## src/rtl/mfsk_pkg.sv

```systemverilog
// Shared types and elaboration helpers for the M-ary FSK modulator.
package mfsk_pkg;

  typedef enum logic {
    IDLE = 1'b0,
    TX   = 1'b1
  } state_t;

  function automatic int half_period(input int k, input int base_half);
    return base_half << k;
  endfunction

  // Counter must reach the longest half-period minus one; never narrower than 1 bit.
  function automatic int half_cnt_width(input int sym_bits, input int base_half);
    int w;
    w = $clog2(base_half << ((1 << sym_bits) - 1));
    return (w < 1) ? 1 : w;
  endfunction

  function automatic int sym_cnt_width(input int sym_len);
    int w;
    w = $clog2(sym_len);
    return (w < 1) ? 1 : w;
  endfunction

endpackage

```

## src/rtl/mfsk_tone_gen.sv

```systemverilog
// Square-wave tone generator: one shared half-period counter with phase hold across reloads.
module mfsk_tone_gen #(
  parameter int CNT_W  = 5,
  parameter int HALF_W = 6
) (
  input  logic              i_clk,
  input  logic              i_rst_n,
  input  logic [HALF_W-1:0] i_half,
  input  logic              i_load,
  input  logic              i_enable,
  input  logic              i_force_low,
  output logic              o_dout
);

  logic [CNT_W-1:0] r_half_cnt;
  logic             r_dout;
  logic             w_wrap;

  assign w_wrap = i_enable && ({{(HALF_W-CNT_W){1'b0}}, r_half_cnt} == (i_half - HALF_W'(1)));
  assign o_dout = r_dout;

  // A reload restarts the count but keeps the level, so the waveform stays phase-continuous.
  always_ff @(posedge i_clk or negedge i_rst_n) begin
    if (!i_rst_n) begin
      r_half_cnt <= '0;
      r_dout     <= 1'b0;
    end else if (i_force_low) begin
      r_half_cnt <= '0;
      r_dout     <= 1'b0;
    end else begin
      if (w_wrap) begin
        r_dout <= ~r_dout;
      end
      if (w_wrap || i_load) begin
        r_half_cnt <= '0;
      end else if (i_enable) begin
        r_half_cnt <= r_half_cnt + CNT_W'(1);
      end
    end
  end

endmodule

```

## src/rtl/mfsk_modulator.sv

```systemverilog
// M-ary FSK modulator: valid/ready symbol intake, fixed-length symbols, glitch-free tone switching.
module mfsk_modulator
  import mfsk_pkg::*;
#(
  parameter int SYM_BITS  = 2,
  parameter int BASE_HALF = 2,
  parameter int SYM_LEN   = 64
) (
  input  logic                clk,
  input  logic                reset,
  input  logic                din_valid,
  input  logic [SYM_BITS-1:0] din,
  output logic                din_ready,
  output logic                dout,
  output logic                sym_strobe,
  output logic                busy,
  output logic                underrun
);

  localparam int CNT_W  = half_cnt_width(SYM_BITS, BASE_HALF);
  localparam int HALF_W = CNT_W + 1;
  localparam int SYM_W  = sym_cnt_width(SYM_LEN);

  if (SYM_LEN < 2 || BASE_HALF < 1 || SYM_BITS < 1 || SYM_BITS > 4) begin : g_bad_params
    $error("mfsk_modulator: illegal parameters (SYM_LEN>=2, BASE_HALF>=1, SYM_BITS 1..4)");
  end

  state_t              r_state;
  state_t              w_next_state;
  logic [SYM_W-1:0]    r_sym_cnt;
  logic [SYM_BITS-1:0] r_cur_sym;
  logic                r_sym_strobe;
  logic                r_busy;
  logic                r_underrun;
  logic                w_last;
  logic                w_accept;
  logic                w_tone_load;
  logic                w_tone_en;
  logic                w_tone_force_low;
  logic [HALF_W-1:0]   w_half;

  assign w_last     = (r_sym_cnt == SYM_W'(SYM_LEN - 1));
  assign din_ready  = (r_state == IDLE) || ((r_state == TX) && w_last);
  assign w_accept   = din_valid && din_ready;
  assign sym_strobe = r_sym_strobe;
  assign busy       = r_busy;
  assign underrun   = r_underrun;

  always_comb begin
    w_half = HALF_W'(half_period(int'(r_cur_sym), BASE_HALF));
  end

  always_comb begin
    w_next_state     = r_state;
    w_tone_load      = 1'b0;
    w_tone_en        = 1'b0;
    w_tone_force_low = 1'b0;
    case (r_state)
      IDLE: begin
        if (w_accept) begin
          w_next_state = TX;
          w_tone_load  = 1'b1;
        end
      end
      TX: begin
        w_tone_en = 1'b1;
        if (w_last) begin
          if (w_accept) begin
            w_tone_load = 1'b1;
          end else begin
            w_next_state     = IDLE;
            w_tone_force_low = 1'b1;
          end
        end
      end
    endcase
  end

  always_ff @(posedge clk or negedge reset) begin
    if (!reset) begin
      r_state      <= IDLE;
      r_sym_cnt    <= '0;
      r_cur_sym    <= '0;
      r_sym_strobe <= 1'b0;
      r_busy       <= 1'b0;
      r_underrun   <= 1'b0;
    end else begin
      r_state      <= w_next_state;
      r_sym_strobe <= w_accept;
      r_busy       <= (w_next_state == TX);
      r_underrun   <= (r_state == TX) && w_last && !w_accept;
      if (w_accept) begin
        r_cur_sym <= din;
      end
      if (w_accept || (w_next_state == IDLE)) begin
        r_sym_cnt <= '0;
      end else if (r_state == TX) begin
        r_sym_cnt <= r_sym_cnt + SYM_W'(1);
      end
    end
  end

  mfsk_tone_gen #(
    .CNT_W (CNT_W),
    .HALF_W(HALF_W)
  ) u_tone_gen (
    .i_clk      (clk),
    .i_rst_n    (reset),
    .i_half     (w_half),
    .i_load     (w_tone_load),
    .i_enable   (w_tone_en),
    .i_force_low(w_tone_force_low),
    .o_dout     (dout)
  );

endmodule
```

## config.mk

```make
export PLATFORM = sky130hd
export DESIGN_NAME = mfsk_modulator
export DESIGN_NICKNAME = d
export VERILOG_FILES = /design/src/rtl/mfsk_pkg.sv /design/src/rtl/mfsk_tone_gen.sv /design/src/rtl/mfsk_modulator.sv
export SDC_FILE = /design/constraint.sdc
export NUM_CORES = 1
export LEC_CHECK = 0
export CAP_MARGIN = 15
export CORE_MARGIN = 2
export CORE_UTILIZATION = 55
export CTS_CLUSTER_DIAMETER = 60
export DETAILED_ROUTE_END_ITERATION = 8
export DONT_BUFFER_PORTS = 1
export PLACE_DENSITY_LB_ADDON = 0.08
export SLEW_MARGIN = 40
export SYNTH_ARGS = -nofsm -noshare
export SYNTH_HDL_FRONTEND = slang
export SYNTH_SLANG_ARGS = --single-unit
export TNS_END_PERCENT = 1
```

## constraint.sdc

```tcl
create_clock -name clk -period 4.1 [get_ports clk]
set_input_delay 0.205 -clock clk [delete_from_list [all_inputs] [get_ports clk]]
set_output_delay 0.205 -clock clk [all_outputs]
set_load 0.005 [all_outputs]
```

After elaboration in Yosys (flattened, before gate mapping):

Index checks and enable logic that the tools add are counted.

* memories: 0
* memory bits (read-only): 0
* memory bits (writable): 0
* flip-flop bits (word level): 16
* bits in latches: 0
* logic and storage cells: 43

* muxes and demuxes: 16
* order comparisons: 0
* reduce and logical (&&, ||, !) cells: 11
* shift operators: 1
* add/sub/neg operators: 3
* multipliers: 0
* equal/unequal tests: 2
* bitwise gates (word level): 3
* divide/modulo/power cells: 0

Operator list (count)
* 4-bit two-way mux: 3
* 6-bit two-way mux: 2
* 1-bit two-way mux: 9
* 6-bit by 1-bit adder with 6-bit output (second input constant): 1
* 6-bit == test (second input constant): 1
* 4-bit by 5-bit == test with 1-bit output: 1
* 2-bit by 2-bit << shifter with 5-bit output (first input constant): 1
* 5-bit by 1-bit subtractor with 5-bit output (second input constant): 1
* 4-bit by 1-bit adder with 4-bit output (second input constant): 1
* 1-bit logical AND: 4
* 1-bit case mux with 2 select lines: 2
* 2-bit nonzero test: 2
* 1-bit logical OR: 3
* 1-bit NOT: 3
* 3-bit nonzero test: 1
* 1-bit logical NOT: 1

Longest topological paths before layout:

Gate-level depths: netlist of run 1.

* depth in word-level cells: 10
* depth in mapped cells: 6
* mapped depth without buffers: 6

Hierarchy:

A second synthesis of run 1 with hierarchy kept.

* cell total of the unflattened synthesis: 82
* area, all modules: 872.1 um^2

By module, submodules not included
* mfsk_modulator: area each 491.7 um^2, cells an instance 46, sequential area each 275.3 um^2, times used 1
* mfsk_tone_gen: area each 380.4 um^2, cells an instance 36, sequential area each 125.1 um^2, times used 1

Least setup slack after synthesis of run 1:

OpenSTA, ideal clock, no wires.

* path type: reg2reg
* start point: register r_sym_cnt[0]
* end point: register r_cur_sym[0]
* clock period less this slack: 1651 ps
* stages on the path, launching flop included: 7
* slack: 2449 ps
* data arrival time: 1526 ps
* cells stage by stage: dfrtp_1 -> ha_1 -> and3_4 -> a31oi_4 -> inv_4 -> nand2_4 -> mux2_2

* word-level cells in the longest chain between the ends: 4

RTL lines
* start, declared: line mfsk_modulator.sv:30 `logic [SYM_W-1:0] r_sym_cnt;`
* start signal, assigned: line mfsk_modulator.sv:98 `r_sym_cnt <= r_sym_cnt + SYM_W'(1);`
* 6-bit == test: line mfsk_modulator.sv:42 `assign w_last = (r_sym_cnt == SYM_W'(SYM_LEN - 1));`
* 1-bit logical AND: line mfsk_modulator.sv:43 `assign din_ready = (r_state == IDLE) || ((r_state == TX) && w_last);`
* 1-bit logical OR: line mfsk_modulator.sv:43
* via din_ready: line mfsk_modulator.sv:13 `output logic din_ready,`
* 1-bit logical AND: line mfsk_modulator.sv:44 `assign w_accept = din_valid && din_ready;`
* end signal, assigned: line mfsk_modulator.sv:93 `r_cur_sym <= din;`
* end, declared: line mfsk_modulator.sv:31 `logic [SYM_BITS-1:0] r_cur_sym;`

The timed path passes the listed nets, and every way through them passes these cells.
A chain may end at the register's enable or synchronous reset.

Final worst setup path of run 1:

* start point: register r_sym_cnt[0]
* end point: register r_cur_sym[1]

Same word-level chain as after synthesis.

==> flow_summary.toml, run 1 <==
[status]
status = "complete, no violations"

[timing]
finalCritPeriodShare = 0.429
rsz0062_at_grt = "false"
skew_ps = 2.52
finalHoldViolCount = 0
tightest_slew_ps = 395
slew_viol_final = 0
setup_viol_count_final = 0
worst_slack_ps = 2340
max_freq_ghz = 0.569
period_minus_slack_ps = 1760
max-slew-margin-rel = 0.734
holdWs_ps = 20.1
tns_ps = 0

[global_route]
grt_overflow_total = 0
grt_pass1_wl_um = 2340
grt_max_degree = 17
grtUsageTotal = 0.180
grt_pass1_vias = 532
antenna_found_initial = 0

[synthesis]
synth_mux_area_frac = 0.0291
synth_compound_area_frac = 0.138
yosysWarningCount = 0
synth_area_um2 = 773
syn_inst = 70
yosys-top-cells-count = "16 x dfrtp_1, 8 x nor2_1, 6 x nand2_1"
synth_top_family_by_area = "simple AND/OR/NAND/NOR gates"
synth_top_flop_cell = "dfrtp_1"
synth_cell_types = 25
ys_seq_elements = 16
async_reset_ff_frac = 1.00
synth.avg_cell_area_um2 = 11.0
synth-edff-count = 0
synth_fa_ha_area_frac = 0.0324
synth_top_cell_by_area = "dfrtp_1"
yosys.area_share.simple = 0.199
seq_area_frac_synth = 0.518
synth_top_cells_by_area = "dfrtp_1 52%, xnor2_1 4.5%, nor2_1 3.9%"
synth_xor_area_frac = 0.0566
synth_top_area_frac = 0.518
syn-num-nets = 77
yosys.cell_count.top_type = "dfrtp_1"

[detailed_routing]
vias_per_cell = 5.77
drc = 0
wl_per_cell_um = 13.9
drt_first_pass_iters = 4
routed-via-count = 537
drtIter0Drc = 8
ant_nets = 0
wirelength_um = 1300

[worst_setup_path]
arrival_ps = 1940
start_kind = "flip-flop"
worst_path_max_delay_cell = "dfrtp_1"
crit_type = "reg -> reg"
path_buf_inv = 1
path_max_fanout = 7
worstPathCellList = "ha_1 > and3_4 > a31oi_4 > inv_4 > nand2_4 > mux2_2"
worst_path_largest_cell_delay_ps = 410
r2r_slack_ps = 2340
rr_endpoint = "r_cur_sym[1]"
critical_path.endpoint_type = "flip-flop"
critical_path.top_delay_family = "flip-flops"
rr_worst_depth = 6
crit_end = "r_cur_sym[1]"
worstPathRequired_ps = 4280
cp_num_cells = 6
worstSetupStartpoint = "r_sym_cnt[0]"
worstReg2RegStart = "r_sym_cnt[0]"

[power]
p_leak_nw = 0.394
ir_drop_mv = 0.223
power_density_nw_per_um2 = 312

[final_layout]
fillers = 112
final_cell_area_um2 = 863
seq_area_um2 = 400
area_growth_pct = 11.7
multi_input_area_um2 = 352
final_nets = 86
insertedDiodeCount = 0
drive_above_1_share = 0.179

[clocking]
ctsHoldBuffers = 2
cts_sinks = 16
cts_tree = "built"
clk-insertion-delay-late_ps = 290
post_cts_buffers = 0
cts_buffers = 3
cts_root_buf = "clkbuf_4"
path_clk_slew_ps = 90
clock_tree.buffer_depth = 2
htreeDepth = 1
cts_resized = 0

[place]
placed_area_um2 = 792
gp_congestion = 0.766
port_buffers = 0
dp.final_hpwl_um = 910
dp_slack_ps = 2350

[job]
cap_violations = 0

[die]
die_w_um = 41.5
die_area_um2 = 1720
row_count = 13
design.core.area_um2 = 1300
initial_utilization = 0.594
die_y_um = 41.5
ioPinCount = 10

[hold_path]
min_path_type = "in -> reg"
[worst min path at each step]
| stage | startpoint | to | slack (ps) | depth (start not counted) |
|---|---|---|---|---|
| after floorplan | reset | busy | -90 | 0 |
| after global placement | reset | underrun | -90 | 0 |
| after detailed placement | reset | u_tone_gen.o_dout | -90 | 0 |
| after CTS | din_valid | busy | 10 | 1 |
| after global routing | din_valid | sym_strobe | 20 | 2 |
| final | din_valid | sym_strobe | 20 | 2 |
[area by class of cell]
type / instances / area share
timing repair buffer: 4 / 0.0406
inverter: 5 / 0.0246
clock buffer: 4 / 0.0420
tap: 15 / 0.0217
multi-input combinational: 49 / 0.407
sequential: 16 / 0.464
[per-layer routing]
metal  GRT usage  vias to the layer above  wire length [um]
li1            -                      266                 -
met4       0.123                        0                 5
met1       0.244                      260               655
met3      0.0478                        2                55
met2       0.250                        9               579
met5           0                        -                 0
[per-stage QoR]
stage	total power [mW]	cells	util
6_report	0.269	93	0.663
5_1_grt	0.281	93	0.663
4_1_cts	0.271	91	0.652
3_5_place_dp	0.163	85	0.609
3_3_place_gp	0.162	85	0.609
2_1_floorplan	0.162	70	-
[report_power, final]
group,internal [mW],switching (mW),total [mW],leakage (nW)
sequential,0.158,0.000453,0.159,0.202
combinational,0.00270,0.00356,0.00625,0.171
clock,0.0541,0.0504,0.105,0.0210
total,0.215,0.0544,0.269,0.394
[flip-flops by register name (all words and copies together) (netlist names)]
register	flops
r_sym_cnt	6
u_tone_gen.r_half_cnt	4
r_cur_sym	2
busy	1
sym_strobe	1
u_tone_gen.o_dout	1
underrun	1
[placed cells by master, fill, tap and decap left out, types with 2 or more instances in the layout]
master	synthesis	layout
clkbuf_4	0	3
nand2b_1	2	2
xnor2_1	4	4
nor2_1	8	8
nand2_1	6	6
o211ai_1	2	2
dfrtp_1	16	16
nand3_1	5	5
inv_1	4	4
o21ai_0	2	2
ha_1	2	2
and2_1	2	2
mux2_2	2	2
o2111ai_1	3	3
dlygate4sd3_1	0	3
[cell families (layout without fill, tap and decap cells)]
kind of cell,count (synthesis),after routing
and+or+nand+nor,29,29
buffers and inverters,5,13
AOI/OAI and AO/OA,11,11
DFF,16,16
xor gates and xnor gates,5,5
muxes,2,2
adders and majority gates,2,2
Power figures use the tool's default switching activity.
==> inputs of run 2 (changes only) <==
- ABC_AREA: default -> 1
- CORE_UTILIZATION: 55 -> 53
- clock period: 4.1 -> 1.6 ns (I/O delays scaled with it)
==> run 2 against run 1 <==
Setup slack lost 2200 ps. Synthesized area grew 6.5%. Critical path depth shrank 1. Final area grew 4.9%. Sequential cell count is the same. Combinational power grew to 28 times the previous value. Count of clock-buffer cells in the layout shrank 1. Register-to-register slack lost 2000 ps. First-iteration DRC count shrank 25%. Synthesized cell count grew 41%. Clock skew grew 5.1 ps. Clock power grew 98%. Largest power group unchanged.
==> flow_summary.toml, run 2 <==
[final_layout]
top_regs = "r_sym_cnt: 6 flops, u_tone_gen.r_half_cnt: 4 flops, r_cur_sym: 2 flops"
largest_reg_flops = 6
layout_commonest_cell = "nand2_1"
final_cell_area_um2 = 906
mostFrequentLayoutCells = "30 x nand2_1, 16 x dfrtp_1, 15 x inv_1, 10 x nor2_1, 9 x nand3_1"
fin_util = 0.608
area_growth_pct = 10.0
final_nets = 115
insertedDiodeCount = 0
fillers = 152
top_register = "r_sym_cnt"
seq_area_um2 = 400
fin_cells = 122
drive_above_1_share = 0.0849
multi_input_area_um2 = 363

[timing]
skew_ps = 7.57
max_freq_ghz = 0.689
tightest_slew_ps = 719
slew_viol_final = 0
setup_viol_count_final = 0
finalHoldViolCount = 0
tns_ps = 0
max-slew-margin-rel = 0.519
rsz0062_at_grt = "false"
period_minus_slack_ps = 1450
finalCritPeriodShare = 0.907
holdWs_ps = 13.5

[clocking]
htreeDepth = 1
cts_resized = 0
cts_buffers = 3
clock_tree.buffer_depth = 2
cts_tree = "built"
clk-insertion-delay-late_ps = 280
path_clk_slew_ps = 90
cts_sinks = 16
cts_root_buf = "clkbuf_4"

[synthesis]
seq_area_frac_synth = 0.486
yosys-top-cells-count = "30 x nand2_1, 16 x dfrtp_1, 15 x inv_1"
synth_top_cells_by_area = "dfrtp_1 49%, nand2_1 14%, inv_1 6.8%"
synth_compound_area_frac = 0.0365
synth_top_flop_cell = "dfrtp_1"
synth_top_family_by_area = "simple AND/OR/NAND/NOR gates"
synth_fa_ha_area_frac = 0.0304
syn_inst = 99
synth_top_cell_by_area = "dfrtp_1"
synth_xor_area_frac = 0.0426
ys_seq_elements = 16
synth.avg_cell_area_um2 = 8.32
synth_cell_types = 14
synth-edff-count = 0
yosysWarningCount = 0
synth_top_area_frac = 0.486
async_reset_ff_frac = 1.00
synth_area_um2 = 823
syn-num-nets = 106
synth_mux_area_frac = 0
yosys.cell_count.top_type = "nand2_1"
yosys.area_share.simple = 0.331

[die]
die_area_um2 = 1880
ioPinCount = 10
row_count = 14
die_w_um = 43.4
die_y_um = 43.4
initial_utilization = 0.553
design.core.area_um2 = 1490

[place]
gp_congestion = 0.762
port_buffers = 0
dp.final_hpwl_um = 1050
placed_cells = 115
placed_area_um2 = 843

[worst_setup_path]
worstPathRequired_ps = 1520
rr_worst_depth = 6
worstReg2RegStart = "r_sym_cnt[0]"
critical_path.endpoint_type = "primary output"
start_kind = "flip-flop"
path_max_fanout = 8
r2r_slack_ps = 320
arrival_ps = 1370
crit_type = "reg -> out"
rr_endpoint = "r_sym_cnt[2]"

[global_route]
grt_pass1_wl_um = 2600
grt_pass1_vias = 594
grt_max_degree = 17
antenna_found_initial = 0
grtUsageTotal = 0.189
grt_overflow_total = 0

[detailed_routing]
drtIter0Drc = 6
drt_first_pass_iters = 4
vias_per_cell = 5.02
wirelength_um = 1420
wl_per_cell_um = 11.7
drc = 0
ant_nets = 0
routed-via-count = 613

[power]
p_leak_nw = 0.496
power_density_nw_per_um2 = 1010
ir_drop_mv = 0.543

[hold_path]
min_path_cells = 3
min_path_type = "in -> reg"
min_to = "underrun"
hp-start = "din_valid"

[status]
status = "complete, no violations"

[job]
cap_violations = 0
[run 2: changes by cell type after synthesis, moves of 3 or more]
cell and change:
nand2_1 +24, inv_1 +11, nand3_1 +4, xnor2_1 -4
o2111ai_1 -3, xor2_1 +3
[run 2: through the flow]
stage	setup WS [ps]	total power, mW
4_1_cts	135	0.922
3_3_place_gp	354	0.694
2_1_floorplan	411	0.659
5_1_grt	60.6	0.977
6_report	149	0.911
3_5_place_dp	316	0.700
[run 2: worst max-delay path by stage]
| stage | startpoint | depth (start not counted) | end |
|---|---|---|---|
| floorplan | r_sym_cnt[0] | 6 | r_sym_cnt[2] |
| global placement | r_sym_cnt[0] | 7 | r_cur_sym[1] |
| detailed placement | r_sym_cnt[0] | 6 | r_sym_cnt[2] |
| CTS | r_sym_cnt[0] | 5 | din_ready |
| global route | r_sym_cnt[0] | 5 | din_ready |
| finish | r_sym_cnt[0] | 5 | din_ready |
[run 2: layer usage]
layer / wire length, um / vias up / global-route usage
li1: - / 318 / -
met5: 0 / - / 0
met2: 734 / 5 / 0.325
met4: 9 / 0 / 0.0909
met1: 650 / 288 / 0.233
met3: 29 / 2 / 0.0292
[run 2: cell families after synthesis]
group,Yosys count
compound gates,6
buf+inv,16
xor+xnor,4
flops,16
simple gates,55
fa+ha+maj,2
[run 2: final cells by class]
type                       count  area share
inverter                      16      0.0663
timing repair buffer           4      0.0442
sequential                    16       0.442
multi-input combinational     67       0.401
clock buffer                   3      0.0249
tap                           16      0.0221
[run 2: critical path, stage by stage (launching register included)]
cell	delay [ps]
dfrtp_1	400
ha_1	240
nand3_2	120
nor2_4	60
nor2_8	170
inv_2	100
[run 2: power by group]
part	switching (mW)	internal [mW]
registers	0.0699	0.455
logic	0.101	0.0762
clock network	0.121	0.0872
total	0.292	0.619
[run 2: repair_timing]
action                                 in CTS  in global routing
endpoints found under the hold margin      22                  0
hold buffers                                4                  0
setup buffers                               0                  0
==> inputs of run 3 (changes only) <==
- ABC_AREA: 1 -> default
==> run 3 against run 2 <==
Critical path depth is 1 higher. Sequential share of layout area is 0.43 points higher. Core utilization is 6.4 points higher. Clock power is 29% higher. Non-clock buffer count is 3 higher. Clock skew is 5.0 ps lower. Fmax is 4.4% lower.
==> flow_summary.toml, run 3 (same netlist as run 1, synthesis figures left out) <==
[final_layout]
layout_commonest_cell = "dfrtp_1"
fin_util = 0.673
top_register = "r_sym_cnt"
top_regs = "r_sym_cnt: 6 flops, u_tone_gen.r_half_cnt: 4 flops, r_cur_sym: 2 flops"
drive_above_1_share = 0.210
largest_reg_flops = 6
mostFrequentLayoutCells = "16 x dfrtp_1, 8 x nor2_1, 6 x nand2_1, 5 x nand3_1"
insertedDiodeCount = 0
area_growth_pct = 16.0
final_nets = 89

[global_route]
grtUsageTotal = 0.170
grt_overflow_total = 0
grt_max_degree = 17
grt_pass1_vias = 492
grt_pass1_wl_um = 2190
antenna_found_initial = 0

[die]
design.core.area_um2 = 1330
ioPinCount = 10
die_w_um = 42.2
die_area_um2 = 1780
die_y_um = 42.2
row_count = 13
initial_utilization = 0.580

[power]
ir_drop_mv = 0.390
p_leak_nw = 0.408
power_density_nw_per_um2 = 772
power_uw = 693

[hold_path]
min_path_type = "in -> async"

[detailed_routing]
drc = 0
wl_per_cell_um = 13.3
ant_nets = 0
vias_per_cell = 5.68
routed-via-count = 545
wirelength_um = 1280
drtIter0Drc = 23
drt_first_pass_iters = 4

[clocking]
path_clk_slew_ps = 100
cts_sinks = 16
htreeDepth = 1
cts_buffers = 3
clk-insertion-delay-late_ps = 280
cts_tree = "built"
clock_tree.buffer_depth = 2
cts_root_buf = "clkbuf_4"

[worst_setup_path]
worstPathRequired_ps = 1780
worst_path_max_delay_cell = "dfrtp_1"
crit_type = "reg -> reg"
critical_path.endpoint_type = "flip-flop"
rr_worst_depth = 6
arrival_ps = 1700
path_max_fanout = 3
start_kind = "flip-flop"
worst_path_largest_cell_delay_ps = 400
worstPathCellList = "ha_2 > and3_4 > a31oi_4 > inv_4 > nand2_4 > mux2_2"

[timing]
tightest_slew_ps = 710
slew_viol_final = 0
rsz0062_at_grt = "false"
skew_ps = 2.59
max-slew-margin-rel = 0.525
period_minus_slack_ps = 1520
setup_viol_count_final = 0
finalCritPeriodShare = 0.949
finalHoldViolCount = 0
tns_ps = 0
max_freq_ghz = 0.659

[place]
dp.final_hpwl_um = 940
port_buffers = 0
gp_congestion = 0.752

[status]
status = "complete, no violations"

[job]
cap_violations = 0
[run 3: power breakdown]
| part | leakage, nW | internal, mW | switching [mW] |
|---|---|---|---|
| sequential | 0.202 | 0.405 | 0.000985 |
| clock | 0.0210 | 0.138 | 0.130 |
| combinational | 0.185 | 0.00775 | 0.0106 |
| total | 0.408 | 0.552 | 0.141 |
[run 3: final cells by class]
cell class,count,area [um2]
inverters,5,21.3
multi-input cells,49,354
well taps,15,18.8
clock buffers,4,36.3
repair buffers,7,66.3
fillers,96,437
flip-flops and latches,16,400
[run 3: final timing paths]
kind | endpoint | slack [ps] | startpoint
worst min-delay path | u_tone_gen.r_half_cnt[1] | 280 | reset
max in group asynchronous | r_sym_cnt[1] | 870 | reset
worst max register to register | r_cur_sym[0] | 80 | r_sym_cnt[0]
worst min register to register | r_sym_cnt[0] | 540 | r_sym_cnt[0]
worst max-delay path | r_cur_sym[0] | 80 | r_sym_cnt[0]
min in group clk | r_cur_sym[0] | 470 | din[0]
[run 3: timing repair]
item	in CTS	in global routing
hold buffers	4	0
resized for setup	0	1
buffers inserted	0	1
hold endpoints to repair	23	0
endpoints found under the setup margin	0	1
[run 3: layer usage]
layer / track usage / up-vias / routed length [um]
met3: 0.0560 / 2 / 44
met2: 0.228 / 13 / 551
met5: 0 / - / 0
li1: - / 269 / -
met1: 0.240 / 261 / 669
met4: 0.0938 / 0 / 10
[run 3: worst max-delay path, delay by kind of cell, from the launching register on]
kind | cells | cell delay (ps)
adder cells (fa/ha/maj) | 1 | 200
AO/OA/AOI/OAI | 1 | 170
AND/OR/NAND/NOR | 2 | 260
multiplexers | 1 | 320
flip-flops | 1 | 400
buffers and inverters | 1 | 60
[run 3: per-stage QoR]
step | instances | instance area [um2] | hold WS, ps | worst slack (ps)
5_1_grt | 96 | 897 | 330 | 6.79
3_5_place_dp | 87 | 810 | -215 | 89.4
2_1_floorplan | 70 | 776 | -216 | 32.4
4_1_cts | 95 | 886 | 284 | 37.1
6_report | 96 | 897 | 280 | 82.1
3_3_place_gp | 87 | 810 | -215 | 97.5
